### config.mk
export PLATFORM = sky130hd
export DESIGN_NAME = uart_alici_flat
export DESIGN_NICKNAME = d
export VERILOG_FILES = /design/src/rtl/uart_pkg.sv /design/src/rtl/uart_alici_if.sv /design/src/rtl/uart_senkron.sv /design/src/rtl/uart_alici.sv /design/src/flat_wrapper.sv
export SDC_FILE = /design/constraint.sdc
export NUM_CORES = 1
export LEC_CHECK = 0
export ABC_AREA = 1
export CAP_MARGIN = 20
export CORE_ASPECT_RATIO = 1.75
export CORE_MARGIN = 2
export CORE_UTILIZATION = 45
export DETAILED_ROUTE_END_ITERATION = 16
export HOLD_SLACK_MARGIN = 0.08
export PLACE_DENSITY = 0.7
export RECOVER_POWER = 50
export SLEW_MARGIN = 10
export SYNTH_ARGS = -nofsm -noshare
export SYNTH_HDL_FRONTEND = slang
export SYNTH_SLANG_ARGS = --single-unit
### constraint.sdc
create_clock -name clk_g -period 2.05 [get_ports clk_g]
set_input_delay 0.3075 -clock clk_g [delete_from_list [all_inputs] [get_ports clk_g]]
set_output_delay 0.3075 -clock clk_g [all_outputs]
set_load 0.05 [all_outputs]
### src/rtl/uart_pkg.sv
// Shared UART definitions: state encoding, bit-period defaults, data width.
// Build option: FAST_UART selects the short bit period used for simulation.
package uart_pkg;

  typedef enum logic [2:0] {
    BOSTA = 3'd0,
    BASLA = 3'd1,
    AL    = 3'd2,
    DUR   = 3'd3,
    BEKLE = 3'd4
  } uart_durum_t;

`ifdef FAST_UART
  localparam int unsigned UART_SAAT_VARSAYILAN = 16;
`else
  // 9600 bps at 50 MHz
  localparam int unsigned UART_SAAT_VARSAYILAN = 5208;
`endif

  localparam int unsigned VERI_GENISLIK = 8;

endpackage

### src/rtl/uart_alici_if.sv
// Byte output handshake and status of the UART receiver.
// Build option: UART_RX_CERCEVE_HATA_EN adds the cerceve_hata status line.
interface uart_alici_if;
  import uart_pkg::*;

  logic [VERI_GENISLIK-1:0] al_veri;
  logic                     al_gecerli;
  logic                     al_hazir;
  logic                     tasma;
  logic                     mesgul;
`ifdef UART_RX_CERCEVE_HATA_EN
  logic                     cerceve_hata;

  modport master (output al_veri, al_gecerli, tasma, mesgul, cerceve_hata, input al_hazir);
  modport slave  (input al_veri, al_gecerli, tasma, mesgul, cerceve_hata, output al_hazir);
`else
  modport master (output al_veri, al_gecerli, tasma, mesgul, input al_hazir);
  modport slave  (input al_veri, al_gecerli, tasma, mesgul, output al_hazir);
`endif

endinterface

### src/rtl/uart_senkron.sv
// Generic two-flop synchroniser for an asynchronous single-bit input.
module uart_senkron #(
  parameter logic RESET_DEGER = 1'b1
) (
  input  logic clk_g,
  input  logic rst_g,
  input  logic d,
  output logic q
);

  logic ff1_q;
  logic ff2_q;

  // Two-stage capture; both stages reset to the line's idle level
  always_ff @(posedge clk_g) begin
    if (!rst_g) begin
      ff1_q <= RESET_DEGER;
      ff2_q <= RESET_DEGER;
    end else begin
      ff1_q <= d;
      ff2_q <= ff1_q;
    end
  end

  assign q = ff2_q;

endmodule

### src/rtl/uart_alici.sv
// UART receiver, 8N1 LSB first, with a one-entry output holding register.
// Build option: UART_RX_CERCEVE_HATA_EN enables the cerceve_hata pulse on a bad stop bit.
module uart_alici
  import uart_pkg::*;
#(
  parameter int unsigned UART_SAAT = UART_SAAT_VARSAYILAN
) (
  input  logic         clk_g,
  input  logic         rst_g,
  input  logic         RX,
  uart_alici_if.master al
);

  localparam int unsigned SW = $clog2(UART_SAAT + 1);
  localparam logic [SW-1:0] SON  = SW'(UART_SAAT);
  localparam logic [SW-1:0] YARI = SW'(UART_SAAT / 2);

  logic rx_s;

  uart_senkron #(
    .RESET_DEGER(1'b1)
  ) u_senkron (
    .clk_g(clk_g),
    .rst_g(rst_g),
    .d    (RX),
    .q    (rx_s)
  );

  uart_durum_t              durum_q, durum_d;
  logic [SW-1:0]            sayac_q, sayac_d;
  logic [2:0]               idx_q, idx_d;
  logic [VERI_GENISLIK-1:0] sr_q, sr_d;
  logic [VERI_GENISLIK-1:0] veri_q, veri_d;
  logic                     gecerli_q, gecerli_d;
  logic                     tasma_q, tasma_d;
  logic                     son;
  logic                     teslim;
`ifdef UART_RX_CERCEVE_HATA_EN
  logic                     hata_q, hata_d;
`endif

  // Frame FSM, bit counter and output holding register next-state
  always_comb begin
    durum_d   = durum_q;
    idx_d     = idx_q;
    sr_d      = sr_q;
    veri_d    = veri_q;
    gecerli_d = gecerli_q;
    tasma_d   = 1'b0;
    teslim    = 1'b0;
`ifdef UART_RX_CERCEVE_HATA_EN
    hata_d    = 1'b0;
`endif
    son       = (sayac_q == SON);

    unique case (durum_q)
      BOSTA: if (!rx_s) durum_d = BASLA;
      // Half a bit in: confirms the start bit and sets the mid-bit sampling phase
      BASLA: if (sayac_q == YARI) durum_d = rx_s ? BOSTA : AL;
      AL: begin
        if (son) begin
          sr_d[idx_q] = rx_s;
          idx_d       = idx_q + 3'd1;
          if (idx_q == 3'd7) durum_d = DUR;
        end
      end
      DUR: begin
        if (son) begin
          if (rx_s) begin
            durum_d = BOSTA;
            teslim  = 1'b1;
          end else begin
            durum_d = BEKLE;
`ifdef UART_RX_CERCEVE_HATA_EN
            hata_d  = 1'b1;
`endif
          end
        end
      end
      // Hold off until the line returns high so a break cannot look like a new start bit
      BEKLE: if (rx_s) durum_d = BOSTA;
      default: durum_d = BOSTA;
    endcase

    if (durum_d != durum_q || durum_q == BOSTA || son) sayac_d = '0;
    else                                                 sayac_d = sayac_q + 1'b1;

    if (gecerli_q && al.al_hazir) gecerli_d = 1'b0;
    if (teslim) begin
      if (!gecerli_q || al.al_hazir) begin
        veri_d    = sr_q;
        gecerli_d = 1'b1;
      end else begin
        tasma_d   = 1'b1;
      end
    end
  end

  // State register with synchronous active-low reset
  always_ff @(posedge clk_g) begin
    if (!rst_g) begin
      durum_q   <= BOSTA;
      sayac_q   <= '0;
      idx_q     <= '0;
      sr_q      <= '0;
      veri_q    <= '0;
      gecerli_q <= 1'b0;
      tasma_q   <= 1'b0;
`ifdef UART_RX_CERCEVE_HATA_EN
      hata_q    <= 1'b0;
`endif
    end else begin
      durum_q   <= durum_d;
      sayac_q   <= sayac_d;
      idx_q     <= idx_d;
      sr_q      <= sr_d;
      veri_q    <= veri_d;
      gecerli_q <= gecerli_d;
      tasma_q   <= tasma_d;
`ifdef UART_RX_CERCEVE_HATA_EN
      hata_q    <= hata_d;
`endif
    end
  end

  assign al.al_veri    = veri_q;
  assign al.al_gecerli = gecerli_q;
  assign al.tasma      = tasma_q;
  assign al.mesgul     = (durum_q != BOSTA);
`ifdef UART_RX_CERCEVE_HATA_EN
  assign al.cerceve_hata = hata_q;
`endif

endmodule

### src/flat_wrapper.sv
// flat-port wrapper written by rule: the top's interface ports become plain ports
module uart_alici_flat import uart_pkg::*;
#(
  parameter int unsigned UART_SAAT = UART_SAAT_VARSAYILAN
)
  (clk_g, rst_g, RX, al_al_veri, al_al_gecerli, al_tasma, al_mesgul, al_al_hazir);
  uart_alici_if al_i ();
  input  logic clk_g;
  input  logic rst_g;
  input  logic RX;
  output wire logic [$bits(al_i.al_veri)-1:0] al_al_veri;
  output wire logic [$bits(al_i.al_gecerli)-1:0] al_al_gecerli;
  output wire logic [$bits(al_i.tasma)-1:0] al_tasma;
  output wire logic [$bits(al_i.mesgul)-1:0] al_mesgul;
  input wire logic [$bits(al_i.al_hazir)-1:0] al_al_hazir;
  assign al_al_veri = al_i.al_veri;
  assign al_al_gecerli = al_i.al_gecerli;
  assign al_tasma = al_i.tasma;
  assign al_mesgul = al_i.mesgul;
  assign al_i.al_hazir = al_al_hazir;
  uart_alici #(.UART_SAAT(UART_SAAT)) u_core (.clk_g(clk_g), .rst_g(rst_g), .RX(RX), .al(al_i));
endmodule
==> out/metrics.csv, run 1 <==
metric;value;unit
whs;0.418;ns
insertion_delay;0.29;ns
fillers;407;
finalWirelength;3.56;mm
finalSetupViolCount;0;
dp_worst_setup_slack;0.159;ns
multiInputGateArea;866;um^2
p_leak;0.793;nW
routedWlPerCell;11.8;um
finish.instance_area;2040;um^2
avgSynthCellArea;7.58;um^2
timing.slew.headroom;0.590;
post-route-util;0.532;
ys_ff_latch;39;
fp.dieW;51.4;um
cp-end-kind;output pin;
core-area;3830;um^2
clk_path_buf_depth;2;
cp.arrival;1.53;ns
ys.flop_type;dfxtp_1;
rsz0062_at_grt;no;
syn-num-nets;241;
ant_nets;0;
syn_area;1770;um^2
grt_max_degree;21;
max_freq;544;MHz
seq_area_frac_synth;0.442;
drt-pass1-iter-count;4;
placementRows;30;
ir_worst_vdd;0.000654;V
root_buffer;clkbuf_8;
worst_path_max_delay_cell;dlygate4sd3_1;
drive_gt1_frac;0.119;
criticalPathCategory;reg -> out;
fin_crit;1.84;ns
grt_pass1_vias;1378;
cts_made_buffers;5;
setup_tns;0;ns
powerDensity;648;nW/um^2
drc;0;
slowest_delay;0.88;ns
required;1.74;ns
regArea;781;um^2
worstPathCellList;dlygate4sd3_1;
synthArstFlopShare;0;
reg2reg_from;u_core.sayac_q[0];
hold_class;reg -> reg;
outcome;complete, no violations;
antenna_found_initial;0;
fp.dieArea;4460;um^2
clock_skew;0.00551;ns
yosysWarnings;0;
grt_remaining_overflow;0;
clk_pin_slew;0.08;ns
ys_types;25;
htreeDepth;2;
syn_to_final_growth;15.4;%
layout_worst_path_cycle_share;0.896;
initial_core_util;0.461;
diodes;0;
crit_fanout;2;
cts_sinks;39;
globalplace.congestion;0.772;
grt_pass1_wl;6.00;mm
grtUsageTotal;0.182;
vias_per_cell;4.98;
hold_viol;0;
setup.worst_path.start;u_core.al.al_veri[0];
worst_pin_slew;0.615;ns
nets;260;
hpwl;2.74;mm
via_count;1499;
drtIter0Drc;20;
worstHoldStart;u_core.u_senkron.ff1_q;
dieHeight;86.9;um
syn_inst;233;
crit_path_start_kind;flop;
fin_ws;0.213;ns
place_area;1950;um^2
portBuffers;14;
num_io_pins;15;
synth_edf_count;0;
drv_cap;0;
slew_violations;0;
critical_path.top_delay_family;buffers and inverters;
cts_hold_buf;0;
tritoncts;done;
cp_num_buf_inv;1;
[kinds of logic after synthesis]
group           synth area share
xor+xnor                  0.0545
buf+inv                   0.0722
simple gates               0.298
flops                      0.442
compound gates             0.105
fa+ha+maj                 0.0283
[per-stage QoR]
step,instances,total power [mW]
global placement,293,0.829
detailed placement,293,0.829
finish,301,1.32
floorplan,233,0.813
global route,301,1.37
CTS,301,1.34
[per-layer routing]
metal | part of all wire | track usage | routed length (um)
met5 | 0 | 0 | 0
met4 | 0.022 | 0.100 | 80
met3 | 0.019 | 0.0412 | 68
met2 | 0.57 | 0.331 | 2020
met1 | 0.39 | 0.184 | 1390
[final timing paths]
check / end / slack (ns) / cells after the start
setup / recovery: al_al_veri[0] / 0.21 / 1
hold / removal: u_core.u_senkron.q / 0.42 / 1
setup reg to reg: u_core.al.al_veri[4] / 0.25 / 10
hold reg to reg: u_core.u_senkron.q / 0.42 / 1
[final cells by class]
type | count | area share
Clock buffer | 6 | 0.0356
Timing Repair Buffer | 15 | 0.0675
Multi-Input combinational cell | 162 | 0.425
Clock inverter | 2 | 0.00614
Tap cell | 48 | 0.0295
Sequential cell | 39 | 0.383
Inverter | 29 | 0.0534
[flip-flops by register name, summed over array words and instances (netlist names)]
register	count
u_core.al.al_veri	8
u_core.al.tasma	1
u_core.al.al_gecerli	1
u_core.idx_q	3
u_core.u_senkron.q	1
u_core.durum_q	3
u_core.sr_q	8
u_core.sayac_q	13
u_core.u_senkron.ff1_q	1
[cells in the mapped netlist (3+ instances only)]
cell | n | area, um^2
nor2_1 | 43 | 161
dfxtp_1 | 39 | 781
nand2_1 | 27 | 101
inv_1 | 25 | 93.8
o21ai_0 | 18 | 90.1
a21oi_1 | 13 | 65.1
nor2_2 | 12 | 75.1
nand3_1 | 11 | 55.1
xor2_1 | 9 | 78.8
nor3_1 | 7 | 35.0
nand4_1 | 5 | 31.3
ha_1 | 4 | 50.1
inv_2 | 3 | 11.3
or2_2 | 3 | 18.8
[where the power goes]
group | total, mW | switching, mW | internal (mW) | leakage, nW
clock | 0.511 | 0.273 | 0.238 | 0.0412
sequential | 0.765 | 0.00467 | 0.760 | 0.315
combinational | 0.0451 | 0.0302 | 0.0149 | 0.437
total | 1.32 | 0.308 | 1.01 | 0.793
[cell usage in the layout (no fill, tap or decap), types with 2 or more instances in the layout]
cell             instances
clkdlybuf4s50_1          2
inv_2                    3
nor3_1                   7
nor2_1                  43
a21oi_1                 13
clkbuf_1                 3
nand3_1                 11
dfxtp_1                 39
dlygate4sd3_1           11
nand2_1                 27
xnor2_1                  2
nand4_1                  5
ha_1                     4
nor2_2                  12
clkbuf_8                 5
or2_2                    3
xor2_1                   9
o21ai_0                 18
inv_1                   25
[what timing repair did]
item / in CTS / in global routing
resized for setup: 0 / 1
setup endpoints to repair: 0 / 7
setup buffers: 0 / 0
hold endpoints to repair: 0 / 0
No activity file was read; power rests on OpenSTA's default activity.
==> inputs of run 2 (changes only) <==
- CELL_PAD_IN_SITES_DETAIL_PLACEMENT: not set -> 1
- CELL_PAD_IN_SITES_GLOBAL_PLACEMENT: not set -> 1
- CORE_UTILIZATION: 45 -> 41
- PLACE_DENSITY: 0.7 -> 0.82
- SETUP_SLACK_MARGIN: not set -> 0.05
==> run 2 against run 1 <==
Compared with the run above: cell area up 0.61%; clock skew up 0.0033 ns; utilization down 3.8 points; flip-flop and latch count unchanged; register-to-register slack worse by 0.02 ns; sequential power about the same; clock power up 5.7%; sequential share of layout area down 0.23 points; largest power group unchanged.
==> out/metrics.csv, run 2 (synthesis results as in run 1) <==
metric;value;unit;change
outcome;complete, no violations;;
most-common-layout-cells;nor2_1 (43), dfxtp_1 (39), nand2_1 (27);;
whs;0.425;ns;+0.00660 ns
syn_to_final_growth;16.1;%;
timing.slew.headroom;0.610;;+0.0196
globalplace.congestion;0.786;;+1.9%
postCtsSetupBuffers;0;;unchanged
hold_class;reg -> reg;;
r2r_setup_slack;0.23;ns;-0.02 ns
drtIter0Drc;25;;+25%
multiInputGateArea;866;um^2;unchanged
internal_power;1.02;mW;+0.64%
hpwl;3.23;mm;+18%
antenna_found_initial;0;;unchanged
grt_pass1_wl;7.25;mm;+21%
drc;0;;unchanged
setup_tns;0;ns;unchanged
final_common_cell;nor2_1;;
reg2reg_from;u_core.sayac_q[0];;
num_io_pins;15;;unchanged
initial_core_util;0.426;;-0.0358
vias_per_cell;5.11;;+2.5%
diodes;0;;unchanged
p_switching;332;uW;+8.0%
total_power;1.35;mW;+2.4%
cts_hold_buf;0;;unchanged
layout_worst_path_cycle_share;0.893;;-0.00315
p_leak;0.794;nW;+0.12%
critical_path.top_delay_family;buffers and inverters;;
cp-end-kind;output pin;;
root_buffer;clkbuf_8;;
finalSetupViolCount;0;;unchanged
nets;260;;unchanged
slew_violations;0;;unchanged
grtUsageTotal;0.199;;+0.0174
grt_remaining_overflow;0;;unchanged
insertion_delay;0.29;ns;about the same
crit_path_start_kind;flop;;
pwr-share-comb;0.035;;about the same
rsz0062_at_grt;yes;;
core-area;4150;um^2;+8.4%
worst_pin_slew;0.588;ns;-0.0269 ns
pwr-share-clk;0.399;;+0.012
cts_made_buffers;5;;unchanged
place_area;1950;um^2;about the same
placementRows;31;;+3.3%
dieHeight;90.8;um;+4.5%
grt_max_degree;21;;unchanged
r2r_cells;11;;+1
powerDensity;659;nW/um^2;+1.7%
routedWlPerCell;13.7;um;+16%
holdPathStages;1;;unchanged
rr_endpoint;u_core.sayac_q[5];;
finish.instance_area;2050;um^2;+0.61%
crit_fanout;2;;unchanged
finalWirelength;4.14;mm;+16%
whs_endpoint;u_core.u_senkron.q;;
hold_viol;0;;unchanged
portBuffers;14;;unchanged
fin_crit;1.83;ns;-0.00647 ns
cts_sinks;39;;unchanged
ir_worst_vdd;0.000618;V;-5.5%
htreeDepth;2;;unchanged
clk_pin_slew;0.08;ns;about the same
drt-pass1-iter-count;4;;unchanged
ant_nets;0;;unchanged
worst_path_max_delay_cell;dlygate4sd3_1;;
max_freq;546;MHz;+0.35%
drive_gt1_frac;0.130;;+0.0119
criticalPathCategory;reg -> out;;
fillers;532;;+31%
fp.dieW;53.6;um;+4.4%
clock_skew;0.00877;ns;+0.00326 ns
cp.arrival;1.52;ns;about the same
regArea;781;um^2;unchanged
slowest_delay;0.89;ns;about the same
largest_reg_flops;13;;unchanged
seqPwrFrac;0.566;;-0.013
cp_num_buf_inv;1;;unchanged
drv_cap;0;;unchanged
clk_path_buf_depth;2;;unchanged
largest_register;u_core.sayac_q;;
fin_ws;0.219;ns;+0.00647 ns
worstPathCellList;dlygate4sd3_1;;
required;1.74;ns;about the same
swShare;0.246;;+0.0128
dp_worst_setup_slack;0.0742;ns;-0.0850 ns
grt_pass1_vias;1627;;+18%
via_count;1542;;+2.9%
fp.dieArea;4870;um^2;+9.1%
tritoncts;done;;
worstHoldStart;u_core.u_senkron.ff1_q;;
==> run 2: cell count changes in the layout (fill, tap and decap cells not counted), sizes merged <==
cell      change
buf           +1
clkbuf        -2
clkinvlp      +1
inv           +1
clkinv        -1
==> run 2: repair_timing <==
action                     in CTS  in global routing
setup endpoints to repair       1                  7
gates resized for setup         1                  2
pin swaps                       0                  0
==> run 2: layer usage <==
layer,vias up,part of all wire,GRT usage
li1,785,-,-
met1,743,0.39,0.214
met2,10,0.58,0.369
met3,4,0.016,0.0397
met4,0,0.011,0.0534
met5,-,0,0
==> run 2: worst max-delay path by stage <==
stage,start,end,cells after the start
floorplan,u_core.durum_q[2],u_core.sayac_q[6],9
global placement,u_core.sayac_q[0],u_core.sayac_q[10],10
detailed placement,u_core.sayac_q[0],u_core.sayac_q[5],10
CTS,u_core.sayac_q[0],u_core.al.al_veri[1],10
global route,u_core.sayac_q[0],u_core.sr_q[6],10
finish,u_core.al.al_veri[0],al_al_veri[0],1
==> run 2: power groups by stage <==
stage               Clock [mW]  Combinational (mW)  Sequential, mW
finish                   0.540              0.0474           0.765
detailed placement           0              0.0478           0.783
global route             0.585              0.0537           0.766
CTS                      0.550              0.0496           0.765
floorplan                    0              0.0321           0.781
global placement             0              0.0468           0.782
==> run 2: through the flow <==
step,cells,utilization
4_1_cts,302,0.495
3_3_place_gp,294,0.471
3_5_place_dp,294,0.471
5_1_grt,302,0.494
6_report,302,0.494
2_1_floorplan,233,-
==> run 2: final cells by class <==
type	count	area share
multi-input combinational	162	0.422
sequential	39	0.381
timing repair buffer	15	0.0689
inverter	29	0.0531
clock buffer	5	0.0336
tap	49	0.0299
clock inverter	3	0.0116
==> inputs of run 3 (changes only) <==
- GPL_TIMING_DRIVEN: not set -> 0
==> run 3 against run 2 <==
Compared with the run above: combinational power hardly changed; via count is 1.0% higher; register-to-register slack hardly changed; sequential share of layout area is 0.82 points lower; critical path type unchanged; largest power group unchanged.
==> out/metrics.csv, run 3 (synthesis results as in run 1) <==
metric;value;unit;change
fin_crit;1.84;ns;+0.0120 ns
hpwl;3.09;mm;-4.2%
most-common-layout-cells;nor2_1 (43), dfxtp_1 (39), nand2_1 (27);;
fillers;536;;+0.75%
grt_pass1_vias;1570;;-3.5%
critical_path.top_delay_family;buffers and inverters;;
worst_path_max_delay_cell;dlygate4sd3_1;;
globalplace.congestion;0.772;;-1.8%
slowest_delay;0.88;ns;about the same
grt_remaining_overflow;0;;unchanged
routedWlPerCell;13.3;um;-2.7%
grt_max_degree;14;;-33%
p_leak;0.825;nW;+3.9%
diodes;0;;unchanged
hold_viol;0;;unchanged
drtIter0Drc;11;;-56%
required;1.74;ns;about the same
post-route-util;0.505;;+0.0109
max_freq;543;MHz;-0.65%
drt-pass1-iter-count;5;;+1
portBuffers;14;;unchanged
clk_pin_slew;0.08;ns;about the same
slew_violations;0;;unchanged
num_io_pins;15;;unchanged
worst_pin_slew;0.512;ns;-0.0762 ns
postCtsSetupBuffers;0;;unchanged
htreeDepth;2;;unchanged
clk_path_buf_depth;2;;unchanged
place_area;1970;um^2;+0.70%
finalWirelength;4.06;mm;-2.0%
timing.slew.headroom;0.658;;+0.0480
crit_path_start_kind;flop;;
hold_class;reg -> reg;;
met1_usage;0.170;;-0.0441
r2r_setup_slack;0.23;ns;about the same
finish.instance_area;2100;um^2;+2.2%
layout_worst_path_cycle_share;0.899;;+0.00587
regArea;781;um^2;unchanged
multiInputGateArea;875;um^2;+1.0%
powerDensity;696;nW/um^2;+5.7%
fin_ws;0.207;ns;-0.0120 ns
criticalPathCategory;reg -> out;;
fp.dieArea;4870;um^2;unchanged
via_count;1558;;+1.0%
clock_skew;0.00591;ns;-0.00287 ns
cts_made_buffers;5;;unchanged
ir_worst_vdd;0.000444;V;-28%
outcome;complete, no violations;;
largest_register;u_core.sayac_q;;
grt_use_met2;0.361;;-0.00823
root_buffer;clkbuf_8;;
placementRows;31;;unchanged
grt_busiest_layer;met2;;
dieHeight;90.8;um;unchanged
insertion_delay;0.29;ns;about the same
dp_worst_setup_slack;0.194;ns;+0.119 ns
cts_hold_buf;0;;unchanged
worstPathCellList;dlygate4sd3_1;;
cp.arrival;1.54;ns;+0.02 ns
setup_tns;0;ns;unchanged
cts_sinks;39;;unchanged
final_common_cell;nor2_1;;
ant_nets;0;;unchanged
dp.cells;296;;+0.68%
fp.dieW;53.6;um;unchanged
syn_to_final_growth;18.6;%;
largest_reg_flops;13;;unchanged
tritoncts;done;;
nets;262;;+0.77%
vias_per_cell;5.13;;+0.37%
rsz0062_at_grt;no;;
drc;0;;unchanged
initial_core_util;0.426;;unchanged
crit_fanout;2;;unchanged
drv_cap;0;;unchanged
grt_pass1_wl;6.68;mm;-7.8%
cp_num_buf_inv;1;;unchanged
use_met3;0.0348;;-0.00497
core-area;4150;um^2;unchanged
cp-end-kind;output pin;;
finalSetupViolCount;0;;unchanged
grtUsageTotal;0.186;;-0.0128
finalNonFillerCells;304;;+0.66%
drive_gt1_frac;0.125;;-0.00494
antenna_found_initial;0;;unchanged
==> run 3: changes by cell type in the layout (fill, tap and decap cells not counted), sizes merged <==
| cell | delta |
|---|---|
| dlygate4sd2 | +1 |
| clkinv | +2 |
| clkinvlp | -2 |
| buf | +1 |
| inv | -1 |
| bufinv | +1 |
==> run 3: final cells by class <==
cell class / count / share of cell area
Clock buffer: 5 / 0.0328
Inverter: 29 / 0.0519
Clock inverter: 3 / 0.0209
Tap cell: 49 / 0.0293
Buffer: 3 / 0.00896
Multi-Input combinational cell: 162 / 0.417
Sequential cell: 39 / 0.373
Timing Repair Buffer: 14 / 0.0663
==> run 3: power by group <==
group | switching [mW] | internal [mW] | leakage (nW)
combinational | 0.0303 | 0.0167 | 0.452
sequential | 0.00465 | 0.760 | 0.315
clock | 0.285 | 0.362 | 0.0581
==> run 3: worst paths after layout <==
check                         start            endpoint  cells past startpoint
min reg2reg  u_core.u_senkron.ff1_q  u_core.u_senkron.q                      1
max            u_core.al.al_veri[0]       al_al_veri[0]                      1
max reg2reg       u_core.sayac_q[0]  u_core.sayac_q[11]                     12
min          u_core.u_senkron.ff1_q  u_core.u_senkron.q                      1
==> run 3: layer usage <==
layer / vias to the layer above / wire length [um]
li1: 787 / -
met1: 755 / 1540
met2: 10 / 2380
met3: 6 / 64
met4: 0 / 77
met5: - / 0
==> run 3: repair_timing <==
| item | CTS | global route |
|---|---|---|
| setup endpoints to repair | 1 | 21 |
| endpoints found under the hold margin | 0 | 0 |
| resized for setup | 1 | 5 |
==> run 3: stage by stage <==
stage	hold slack, ns	total power, mW
finish	0.419	1.46
global route	0.433	1.51
CTS	0.423	1.48
detailed placement	0.403	0.831
global placement	0.395	0.829
floorplan	0.393	0.813
